$ cat src/rtl/lsu_riscv.sv
// Load/store unit: turns a core load/store command into one ready-handshake memory access,
// handling byte enables, store replication, load extension, misalignment and timeouts.
module lsu_riscv #(
  parameter int unsigned TIMEOUT_CYCLES = 255
) (
  input  logic        clk_i,
  input  logic        rst_i,
  input  logic        core_req_i,
  input  logic        core_we_i,
  input  logic [2:0]  core_size_i,
  input  logic [31:0] core_addr_i,
  input  logic [31:0] core_wd_i,
  output logic [31:0] core_rd_o,
  output logic        core_stall_o,
  output logic        core_misalign_o,
  output logic        core_access_fault_o,
  output logic        mem_req_o,
  output logic        mem_we_o,
  output logic [3:0]  mem_be_o,
  output logic [31:0] mem_addr_o,
  output logic [31:0] mem_wd_o,
  input  logic [31:0] mem_rd_i,
  input  logic        mem_ready_i
);

  typedef enum logic [1:0] {IDLE, BUSY, DONE} state_t;

  state_t      state_q, state_d;
  logic [31:0] cnt_q, cnt_d;
  logic        mem_req_q, mem_req_d;
  logic        mem_we_q, mem_we_d;
  logic [3:0]  mem_be_q, mem_be_d;
  logic [31:0] mem_addr_q, mem_addr_d;
  logic [31:0] mem_wd_q, mem_wd_d;
  logic [31:0] rd_q, rd_d;
  logic        misalign_q, misalign_d;
  logic        fault_q, fault_d;
  logic [2:0]  size_q, size_d;
  logic [1:0]  off_q, off_d;

  logic        req_bad;
  logic [3:0]  be_calc;
  logic [31:0] wd_calc;
  logic [31:0] byte_lane;
  logic [31:0] half_lane;
  logic [31:0] load_ext;
  logic        timeout_hit;

  // Request decode: legality, alignment, byte enables and replicated store data.
  always_comb begin
    req_bad = 1'b0;
    be_calc = 4'b0000;
    wd_calc = core_wd_i;
    case (core_size_i)
      3'd0, 3'd4: begin
        be_calc = 4'b0001 << core_addr_i[1:0];
        wd_calc = {4{core_wd_i[7:0]}};
      end
      3'd1, 3'd5: begin
        req_bad = core_addr_i[0];
        be_calc = 4'b0011 << {core_addr_i[1], 1'b0};
        wd_calc = {2{core_wd_i[15:0]}};
      end
      3'd2: begin
        req_bad = (core_addr_i[1:0] != 2'b00);
        be_calc = 4'b1111;
      end
      default: req_bad = 1'b1;
    endcase
  end

  // Load lane selection uses the offset and size latched when the request was accepted.
  always_comb begin
    byte_lane = mem_rd_i >> {off_q, 3'b000};
    half_lane = mem_rd_i >> {off_q[1], 4'b0000};
    case (size_q)
      3'd0:    load_ext = {{24{byte_lane[7]}}, byte_lane[7:0]};
      3'd4:    load_ext = {24'd0, byte_lane[7:0]};
      3'd1:    load_ext = {{16{half_lane[15]}}, half_lane[15:0]};
      3'd5:    load_ext = {16'd0, half_lane[15:0]};
      default: load_ext = mem_rd_i;
    endcase
  end

  assign timeout_hit = (TIMEOUT_CYCLES != 0) &&
                       (cnt_q == (32'(TIMEOUT_CYCLES) - 32'd1));

  always_comb begin
    state_d    = state_q;
    cnt_d      = cnt_q;
    mem_req_d  = mem_req_q;
    mem_we_d   = mem_we_q;
    mem_be_d   = mem_be_q;
    mem_addr_d = mem_addr_q;
    mem_wd_d   = mem_wd_q;
    rd_d       = rd_q;
    misalign_d = misalign_q;
    fault_d    = fault_q;
    size_d     = size_q;
    off_d      = off_q;
    case (state_q)
      IDLE: begin
        if (core_req_i) begin
          if (req_bad) begin
            state_d    = DONE;
            misalign_d = 1'b1;
            rd_d       = 32'd0;
          end else begin
            state_d    = BUSY;
            cnt_d      = 32'd0;
            mem_req_d  = 1'b1;
            mem_we_d   = core_we_i;
            mem_be_d   = be_calc;
            mem_addr_d = {core_addr_i[31:2], 2'b00};
            mem_wd_d   = core_we_i ? wd_calc : 32'd0;
            size_d     = core_size_i;
            off_d      = core_addr_i[1:0];
          end
        end
      end
      BUSY: begin
        cnt_d = cnt_q + 32'd1;
        // A completion in the same cycle as the timeout wins.
        if (mem_ready_i || timeout_hit) begin
          state_d   = DONE;
          cnt_d     = 32'd0;
          mem_req_d = 1'b0;
          mem_we_d  = 1'b0;
          mem_be_d  = 4'b0000;
          fault_d   = !mem_ready_i;
          rd_d      = (mem_ready_i && !mem_we_q) ? load_ext : 32'd0;
        end
      end
      DONE: begin
        state_d    = IDLE;
        rd_d       = 32'd0;
        misalign_d = 1'b0;
        fault_d    = 1'b0;
      end
      default: state_d = IDLE;
    endcase
  end

  always_ff @(posedge clk_i or posedge rst_i) begin
    if (rst_i) begin
      state_q    <= IDLE;
      cnt_q      <= 32'd0;
      mem_req_q  <= 1'b0;
      mem_we_q   <= 1'b0;
      mem_be_q   <= 4'b0000;
      mem_addr_q <= 32'd0;
      mem_wd_q   <= 32'd0;
      rd_q       <= 32'd0;
      misalign_q <= 1'b0;
      fault_q    <= 1'b0;
      size_q     <= 3'd0;
      off_q      <= 2'd0;
    end else begin
      state_q    <= state_d;
      cnt_q      <= cnt_d;
      mem_req_q  <= mem_req_d;
      mem_we_q   <= mem_we_d;
      mem_be_q   <= mem_be_d;
      mem_addr_q <= mem_addr_d;
      mem_wd_q   <= mem_wd_d;
      rd_q       <= rd_d;
      misalign_q <= misalign_d;
      fault_q    <= fault_d;
      size_q     <= size_d;
      off_q      <= off_d;
    end
  end

  assign core_stall_o        = !rst_i && (((state_q == IDLE) && core_req_i) || (state_q == BUSY));
  assign core_rd_o           = rd_q;
  assign core_misalign_o     = misalign_q;
  assign core_access_fault_o = fault_q;
  assign mem_req_o           = mem_req_q;
  assign mem_we_o            = mem_we_q;
  assign mem_be_o            = mem_be_q;
  assign mem_addr_o          = mem_addr_q;
  assign mem_wd_o            = mem_wd_q;

endmodule

$ cat config.mk
export PLATFORM = sky130hd
export DESIGN_NAME = lsu_riscv
export DESIGN_NICKNAME = d
export VERILOG_FILES = /design/src/rtl/lsu_riscv.sv
export SDC_FILE = /design/constraint.sdc
export NUM_CORES = 1
export LEC_CHECK = 0
export ABC_AREA = 1
export CORE_ASPECT_RATIO = 2
export CORE_MARGIN = 1.5
export CORE_UTILIZATION = 48
export CTS_CLUSTER_DIAMETER = 50
export CTS_CLUSTER_SIZE = 14
export DETAILED_ROUTE_END_ITERATION = 8
export PLACE_DENSITY = 0.86
export SLEW_MARGIN = 15
export SYNTH_ARGS = -nofsm -noshare
export SYNTH_HDL_FRONTEND = slang
export SYNTH_SLANG_ARGS = --single-unit
$ cat constraint.sdc
create_clock -name clk_i -period 8.4 [get_ports clk_i]
set_clock_uncertainty 0.15 [all_clocks]
set_input_delay 1.26 -clock clk_i [delete_from_list [all_inputs] [get_ports clk_i]]
set_output_delay 1.26 -clock clk_i [all_outputs]
set_load 0.05 [all_outputs]
==> impl_metrics.yaml <==
outcome:
  status: "finished, final reports clean"
yosys:
  yosysSeqAreaShare_pct: 45.7
  ys.flop_type: "dfrtp_1"
  synth_top_family_by_area: "simple AND/OR/NAND/NOR gates"
  ys_async_sr_fraction_pct: 100
  synth-seq-cells: 141
  synth-compound-area-share_pct: 5.17
  synth-edff-count: 0
  ys_types: 32
  avgSynthCellArea_um2: 7.05
  yosysWarnings: 0
  synthAdderAreaFrac_pct: 0.324
  synth-simple-area-share_pct: 39.6
  synthCells: 1094
  synth_area_um2: 7710
  synth.mux.area_fraction_pct: 0
  synth_xor_area_share_pct: 1.36
floorplanning:
  die_x_um: 92.6
  row_count: 65
  ios: 209
  core_area_um2: 15800
  die-height_um: 182
  dieArea_um2: 16900
  start_util_pct: 48.9
layout:
  syn_to_final_growth_pct: 35.0
  antenna_cells: 0
  layout-drive-gt1-share_pct: 4.43
  layout.nets: 1381
  nFillCells: 1364
timing:
  setup_violations: 0
  rsz0062_at_grt: "no"
  relSlewSlack_pct: 23.5
  tns_ns: 0
  clock.fmax_ghz: 0.199
  slew_violations: 0
  min_period_ns: 5.03
  worst_pin_slew_ns: 1.15
  hold_viol_final: 0
  finalCritPeriodShare_pct: 59.9
min_path:
  hold_end: "mem_wd_o[27]$_DFFE_PP0P_"
  hold_depth: 2
  hold_class: "flop to flop"
  hold_path.startpoint: "mem_wd_o[27]$_DFFE_PP0P_"
worst_setup_path:
  crit_path_end_kind: "flop"
  required_ns: 8.56
  timing.rr.start: "state_q[0]$_DFFE_PP0P_"
  reg2reg_slack_ns: 5.02
  rr_endpoint: "mem_addr_o[5]$_DFFE_PP0P_"
  critPathMaxFanout: 77
  worstSetupStartpointType: "input port"
  rr_worst_depth: 8
  crit_type: "input port to flop"
  worstPathArrival_ns: 5.19
global_route:
  grt_pass1_wl_mm: 39.7
  grt_pass1_vias: 7966
  grt_util_all_layers_pct: 30.4
  grt_max_degree: 79
  overflow: 0
  antenna_found_initial: 0
cts:
  cts.clk_slew.worst_paths_ns: 0.06
  hold_buffers: 0
  cts_root_buf: "clkbuf_16"
  cts_buffer_depth: 2
  cts_tree: "built"
  cts_buffers: 17
  clkLatencyLatePin_ns: 0.43
  post_cts_buffers: 0
  cts_sinks: 141
  h-tree-depth: 4
  cts_resized: 0
power:
  leakage_nw: 5.12
  vdd_ir_drop_max_mv: 0.245
  powerDensity_nw_per_um2: 379
  p_total_mw: 3.95
route:
  post_drt_wl_per_cell_um: 16.7
  via_count: 8074
  routed_wl_mm: 24.8
  drtAntennaViolNets: 0
  via_per_inst: 5.43
  drt_iter0_drc: 716
  drt_pre_antenna_iters: 6
  drc: 0
place:
  port_buffers: 206
  dp_hpwl_mm: 17.9
  gp_congestion: 1.01
run:
  drv_cap: 0
-- power breakdown --
part | total [mW] | internal [mW] | switching (mW)
Sequential | 1.08 | 0.909 | 0.175
Combinational | 2.04 | 0.598 | 1.44
Clock | 0.825 | 0.527 | 0.298
-- worst max-delay path, cell delays in order --
cell and delay, ns:
clkdlybuf4s50_1 0.58, inv_1 0.71, nor2_1 0.13, nand3_1 0.13, nand3_1 0.10, nand2_1 0.10, nand2_2 0.37, nor2_4 0.19
buf_4 0.61, inv_2 0.64, nand2_1 0.23, nand2_1 0.07
-- cell usage after synthesis (4+ instances only) --
cell type	n	share of area, %
nand2_1	448	22
dfrtp_1	141	46
nor2_1	124	6.0
nand3_1	103	6.7
inv_1	77	3.7
o21ai_0	34	2.2
nor3_1	26	1.7
buf_2	20	1.3
nand4_1	20	1.6
clkbuf_1	13	0.63
o22ai_1	12	0.97
xor2_1	11	1.2
buf_6	10	1.5
or2_2	9	0.73
a21oi_1	7	0.45
o211ai_1	7	0.68
o221ai_1	5	0.57
inv_2	4	0.19
nand2_2	4	0.32
-- stage by stage --
stage	cells	hold WS [ns]	util (%)	setup WS, ns	area [um2]
after detailed placement	1457	0.309	61.9	3.02	9770
after CTS	1488	0.323	66.0	3.43	10400
after global routing	1488	0.356	66.0	2.88	10400
final	1488	0.320	66.0	3.37	10400
after floorplan	1095	0.315	-	3.21	7720
after global placement	1457	0.302	61.9	3.14	9770
-- flip-flops by register name, indices dropped and copies added, names as in the netlist --
register and count:
mem_be_o 4, core_rd_o 32, mem_wd_o 32, mem_addr_o 30, state_q 2, size_q 3, cnt_q 32, off_q 2
mem_we_o 1, core_misalign_o 1, mem_req_o 1, core_access_fault_o 1
-- cell type report --
| class | instances | area [um2] | share of cell area, % |
|---|---|---|---|
| clock inverter | 13 | 214 | 2.05 |
| inverter | 81 | 309 | 2.97 |
| clock buffer | 18 | 429 | 4.12 |
| tap | 201 | 251 | 2.41 |
| timing repair buffer | 209 | 2080 | 20.0 |
| multi-input combinational | 825 | 3600 | 34.6 |
| sequential | 141 | 3530 | 33.9 |
-- metal layers --
metal / global-route usage (%) / vias to the layer above / wire length, um
met2: 53.3 / 395 / 12900
met1: 31.7 / 3730 / 8550
met5: 0 / - / 0
li1: - / 3828 / -
met3: 5.54 / 121 / 1470
met4: 22.2 / 0 / 1930
-- cell usage in the layout (no fill, tap or decap), types with 3 or more instances in the layout --
cell	n
nand2_1	448
clkdlybuf4s50_1	206
dfrtp_1	141
nor2_1	124
nand3_1	103
inv_1	76
o21ai_0	34
nor3_1	26
nand4_1	20
clkbuf_16	17
o22ai_1	12
xor2_1	11
or2_2	9
a21oi_1	7
o211ai_1	7
o221ai_1	5
bufinv_16	5
inv_2	4
nand2_2	4
inv_6	3
clkinv_4	3
buf_4	3
-- cell families after synthesis --
group / Yosys count
XOR/XNOR: 12
AND/OR/NAND/NOR: 741
buffers and inverters: 129
flip-flops: 141
adder cells (fa/ha/maj): 2
other: 1
AO/OA/AOI/OAI: 68
-- worst max path at each step --
stage | start | to | slack [ns] | cells after the start
final | core_size_i[1] | mem_addr_o[5]$_DFFE_PP0P_ | 3.37 | 12
after global routing | core_size_i[1] | mem_addr_o[14]$_DFFE_PP0P_ | 2.88 | 12
after CTS | core_size_i[1] | mem_addr_o[31]$_DFFE_PP0P_ | 3.43 | 12
after detailed placement | core_size_i[1] | mem_addr_o[31]$_DFFE_PP0P_ | 3.02 | 12
after global placement | core_size_i[1] | mem_wd_o[27]$_DFFE_PP0P_ | 3.14 | 12
after floorplan | rst_i | cnt_q[0]$_DFFE_PP0P_ | 3.21 | 1
(Power assumes the default switching activity.)
==> RTL change 1: new RTL, same flow settings <==
The parameter `TIMEOUT_CYCLES` goes from 255 to 127.
--- a/src/rtl/lsu_riscv.sv
+++ b/src/rtl/lsu_riscv.sv
@@ -3,3 +3,3 @@
 module lsu_riscv #(
-  parameter int unsigned TIMEOUT_CYCLES = 255
+  parameter int unsigned TIMEOUT_CYCLES = 127
 ) (
Function: same outputs for any inputs over 4 cycles, from zero or initial values and one cycle with rst_i high; that may be too few to reach the edited logic, so the function may still have changed.
==> RTL change 1 against the unedited design <==
  * Sequential cell count unchanged
  * Total power up 0.63%
  * Non-clock buffer count did not move
  * Clock power fell by 4.5%
  * Area after synthesis is 1.0% lower
  * Wire length decreased by 1.6%
  * Die area is 1.0% lower
  * Cell area is 0.59% lower
  * Worst setup slack got worse by 91 ps
  * Critical endpoint is now mem_wd_o[3]$_DFFE_PP0P_
==> RTL change 1: results (changes against the unedited design) <==
| Parameter | Value | Unit | Delta |
|---|---|---|---|
| DRC marker count from the first detailed-route iteration | 606 | - | -15% |
| Sink of the worst hold path | mem_be_o[2]$_DFFE_PP0P_ | - |  |
| Hold path start | mem_be_o[2]$_DFFE_PP0P_ | - |  |
| Data arrival time of the critical path | 5270 | ps | +80 ps |
| Cell internal power dissipation | 2.01 | mW | -1.0% |
| Fillcell total | 1354 | - | -0.73% |
| HPWL Detailed | 17.5 | mm | -2.2% |
| Place WS | 2920 | ps | -101 ps |
| Tot GR Track Use | 0.301 | - | -0.00299 |
| Routed metal-1 wire length | 8.41 | mm | -1.6% |
| Status | finished clean | - |  |
| Most frequent cells after synthesis | 469 x nand2_1, 141 x dfrtp_1, 138 x nor2_1 | - |  |
| Non-clock inverter count in the final layout | 74 | - | -8.6% |
| R2r endpoint | mem_wd_o[3]$_DFFE_PP0P_ | - |  |
| Post-layout nets | 1385 | - | +0.29% |
| Multi-input gate share of total cell area | 0.347 | - | +0.00132 |
| Vias in the first global route | 7922 | - | -0.55% |
| First-pass GRT wire length | 39.3 | mm | -1.1% |
| VDD IR-drop max | 0.260 | mV | +6.4% |
| Number of placed instances with taps included | 1461 | - | +0.27% |
| Critical Path End | mem_wd_o[3]$_DFFE_PP0P_ | - |  |
| Power share of the combinational group | 0.523 | - | +0.007 |
| Multi-input gate count | 836 | - | +1.3% |
| Layout non-clock buf frac | 0.201 | - | +0.00118 |
| Register-to-Register Setup Slack | 5040 | ps | +20 ps |
| Crit path largest cell delay | 750 | ps | +40 ps |
| Count of unique library cells instantiated by Yosys | 31 | - | -3.1% |
| Routed length on met2 | 12.7 | mm | -1.7% |
[RTL change 1: kinds of logic (layout without fill, tap and decap cells)]
family / after synthesis / after routing / synth area share
AO/OA/AOI/OAI: 81 / 81 / 0.0615
XOR/XNOR: 10 / 10 / 0.0115
adder cells (fa/ha/maj): 2 / 2 / 0.00328
buffers and inverters: 121 / 315 / 0.0679
flip-flops: 141 / 141 / 0.462
other: 1 / 2 / 0.000491
AND/OR/NAND/NOR: 741 / 741 / 0.393
[RTL change 1: tightest hold or removal path: cells and delay by family, from the launching register on]
kind / cells / cell delay (ps)
flops: 1 / 340
simple gates: 2 / 100
[RTL change 1: routing by layer]
metal	vias to the layer above	global-route usage
met5	-	0
met4	0	0.226
met3	130	0.0539
met2	402	0.513
met1	3709	0.324
li1	3830	-
[RTL change 1: stage by stage]
step                 util  power (mW)
floorplan               -        2.50
global placement    0.620        3.14
detailed placement  0.620        3.18
CTS                 0.660        3.98
global route        0.660        4.18
finish              0.660        3.97
==> RTL change 2: new RTL, config.mk and constraints unchanged <==
Made on the original files. Reset style: synchronous (`rst_i`), changed in one clocked block.
--- a/src/rtl/lsu_riscv.sv
+++ b/src/rtl/lsu_riscv.sv
@@ -143,3 +143,3 @@
 
-  always_ff @(posedge clk_i or posedge rst_i) begin
+  always_ff @(posedge clk_i) begin
     if (rst_i) begin
Behaviour: differs if rst_i is asserted again (counterexample within 4 cycles, from zero or initial values and one cycle with rst_i high); with rst_i held inactive, the same outputs for 4 cycles.
==> RTL change 2 against the unedited design <==
  * Cell area fell by 7.5%
  * Area after synthesis fell by 9.2%
  * Worst setup slack improved by 820 ps
  * Register-to-register slack improved by 660 ps
  * Sequential cell count did not move
  * Highest routed layer unchanged
  * Core utilization rose by 1.5 points
  * Wire length fell by 2.7%
Power is not compared: it rests on default switching activity, and its combinational part moved more than twofold at a synthesized area within 25%.
==> RTL change 2: results (changes against the unedited design) <==
| Parameter | Value | Unit | Delta |
|---|---|---|---|
| Status | finished clean | - |  |
| Sequential cell area | 2820 | µm² | -20% |
| Count of unique library cells instantiated by Yosys | 40 | - | +25% |
| Data arrival time of the critical path | 2800 | ps | -2390 ps |
| Final wirelength | 24.2 | mm | -2.7% |
| Area of the die | 15400 | µm² | -9.0% |
| Layout non-clock buf frac | 0.217 | - | +0.0172 |
| Number of non-clock buffers | 211 | - | +0.96% |
| Fraction of layout instances using a drive strength above 1 | 0.0596 | - | +0.0153 |
| Max FO, Critical Path | 2 | - | -97% |
| Path category of the worst min-delay check | flop to flop | - |  |
| Instance area at placement | 9060 | µm² | -7.3% |
| Worst slew slack as a fraction of its limit | 0.355 | - | +0.120 |
| Number of placed instances with taps included | 1385 | - | -4.9% |
| HPWL Detailed | 17.8 | mm | -0.97% |
| Most frequent cells after synthesis | 221 x nand2_1, 174 x nor2_1, 141 x dfxtp_1 | - |  |
| Placer congestion estimate | 0.992 | - | -1.6% |
| Primary flip-flop cell chosen by synthesis mapping | dfxtp_1 | - |  |
| Multi-input gate count | 755 | - | -8.5% |
| Crit path largest cell delay | 840 | ps | +130 ps |
| Non-clock inverter count in the final layout | 86 | - | +6.2% |
| Cell types with the largest area share after synthesis | dfxtp_1 40%, nand2_1 12%, nor2_1 9.3%, o21ai_0 5.9%, nand3_1 5.4% | - |  |
| Layout Area Growth over Synthesis | 37.7 | % |  |
| # clk buffers | 18 | - | unchanged |
| Detailed-routing iteration count for the pre-antenna-repair pass | 7 | - | +1 |
| Largest net degree at the start of global routing | 69 | - | -13% |
| Vias in the first global route | 7757 | - | -2.6% |
| Proportion of register bits with asynchronous set or reset after synthesis | 0 | - | -1.00 |
| Post-layout nets | 1318 | - | -4.6% |
| Place WS | 4170 | ps | +1140 ps |
| Wire length per cell | 17.0 | µm | +2.2% |
| Fillcell total | 1248 | - | -8.5% |
| First-pass GRT wire length | 38.1 | mm | -4.2% |
| DRC marker count from the first detailed-route iteration | 514 | - | -28% |
| Clock Network Area Fraction | 0.0602 | - | -0.00150 |
| Ratio of routed vias to standard cells | 5.48 | - | +1.0% |
| Worst-path cell with the longest stage delay | clkdlybuf4s50_1 | - |  |
==> RTL change 2: cell types whose count changed after synthesis, sizes merged, moves of 13 or more <==
cell	unedited run	this run
nand2	452	227
o211ai	7	20
dfxtp	0	141
o21ai	35	87
a21oi	7	68
nor2	128	181
nand3	104	77
dfrtp	141	0
clkbuf	13	27
==> RTL change 2: worst min-delay path: stages (launching register included) <==
cell     delay [ps]
dfxtp_1         330
nand2_1          50
o21ai_0          50
==> RTL change 2: cells by family (layout without fill, tap and decap cells) <==
family / count (synthesis) / in the layout / synth area share
AO/OA/AOI/OAI: 213 / 213 / 0.176
flip-flops: 141 / 141 / 0.403
XOR/XNOR: 9 / 9 / 0.0113
buffers and inverters: 141 / 329 / 0.0872
other: 1 / 2 / 0.000536
adder cells (fa/ha/maj): 2 / 2 / 0.00357
AND/OR/NAND/NOR: 529 / 529 / 0.319
==> RTL change 2: report_power, final <==
group	internal [mW]	switching [mW]	total (mW)
Combinational	0.143	0.279	0.423
Clock	0.419	0.325	0.744
Sequential	0.704	0.0267	0.731
==> RTL change 2: worst paths after layout <==
| path | to | depth (start not counted) | from | slack (ps) |
|---|---|---|---|---|
| setup / recovery | core_stall_o | 4 | core_req_i | 4190 |
| hold / removal | mem_be_o[2]$_SDFFE_PP0P_ | 2 | mem_be_o[2]$_SDFFE_PP0P_ | 310 |
| setup reg to reg | mem_wd_o[29]$_SDFFE_PP0P_ | 6 | state_q[1]$_SDFFE_PP0P_ | 5680 |
| hold reg to reg | mem_be_o[2]$_SDFFE_PP0P_ | 2 | mem_be_o[2]$_SDFFE_PP0P_ | 310 |
==> RTL change 2: layer usage <==
layer | GRT usage | share of wire
met5 | 0 | 0
met3 | 0.0819 | 0.064
met2 | 0.571 | 0.52
met4 | 0.251 | 0.086
met1 | 0.300 | 0.33
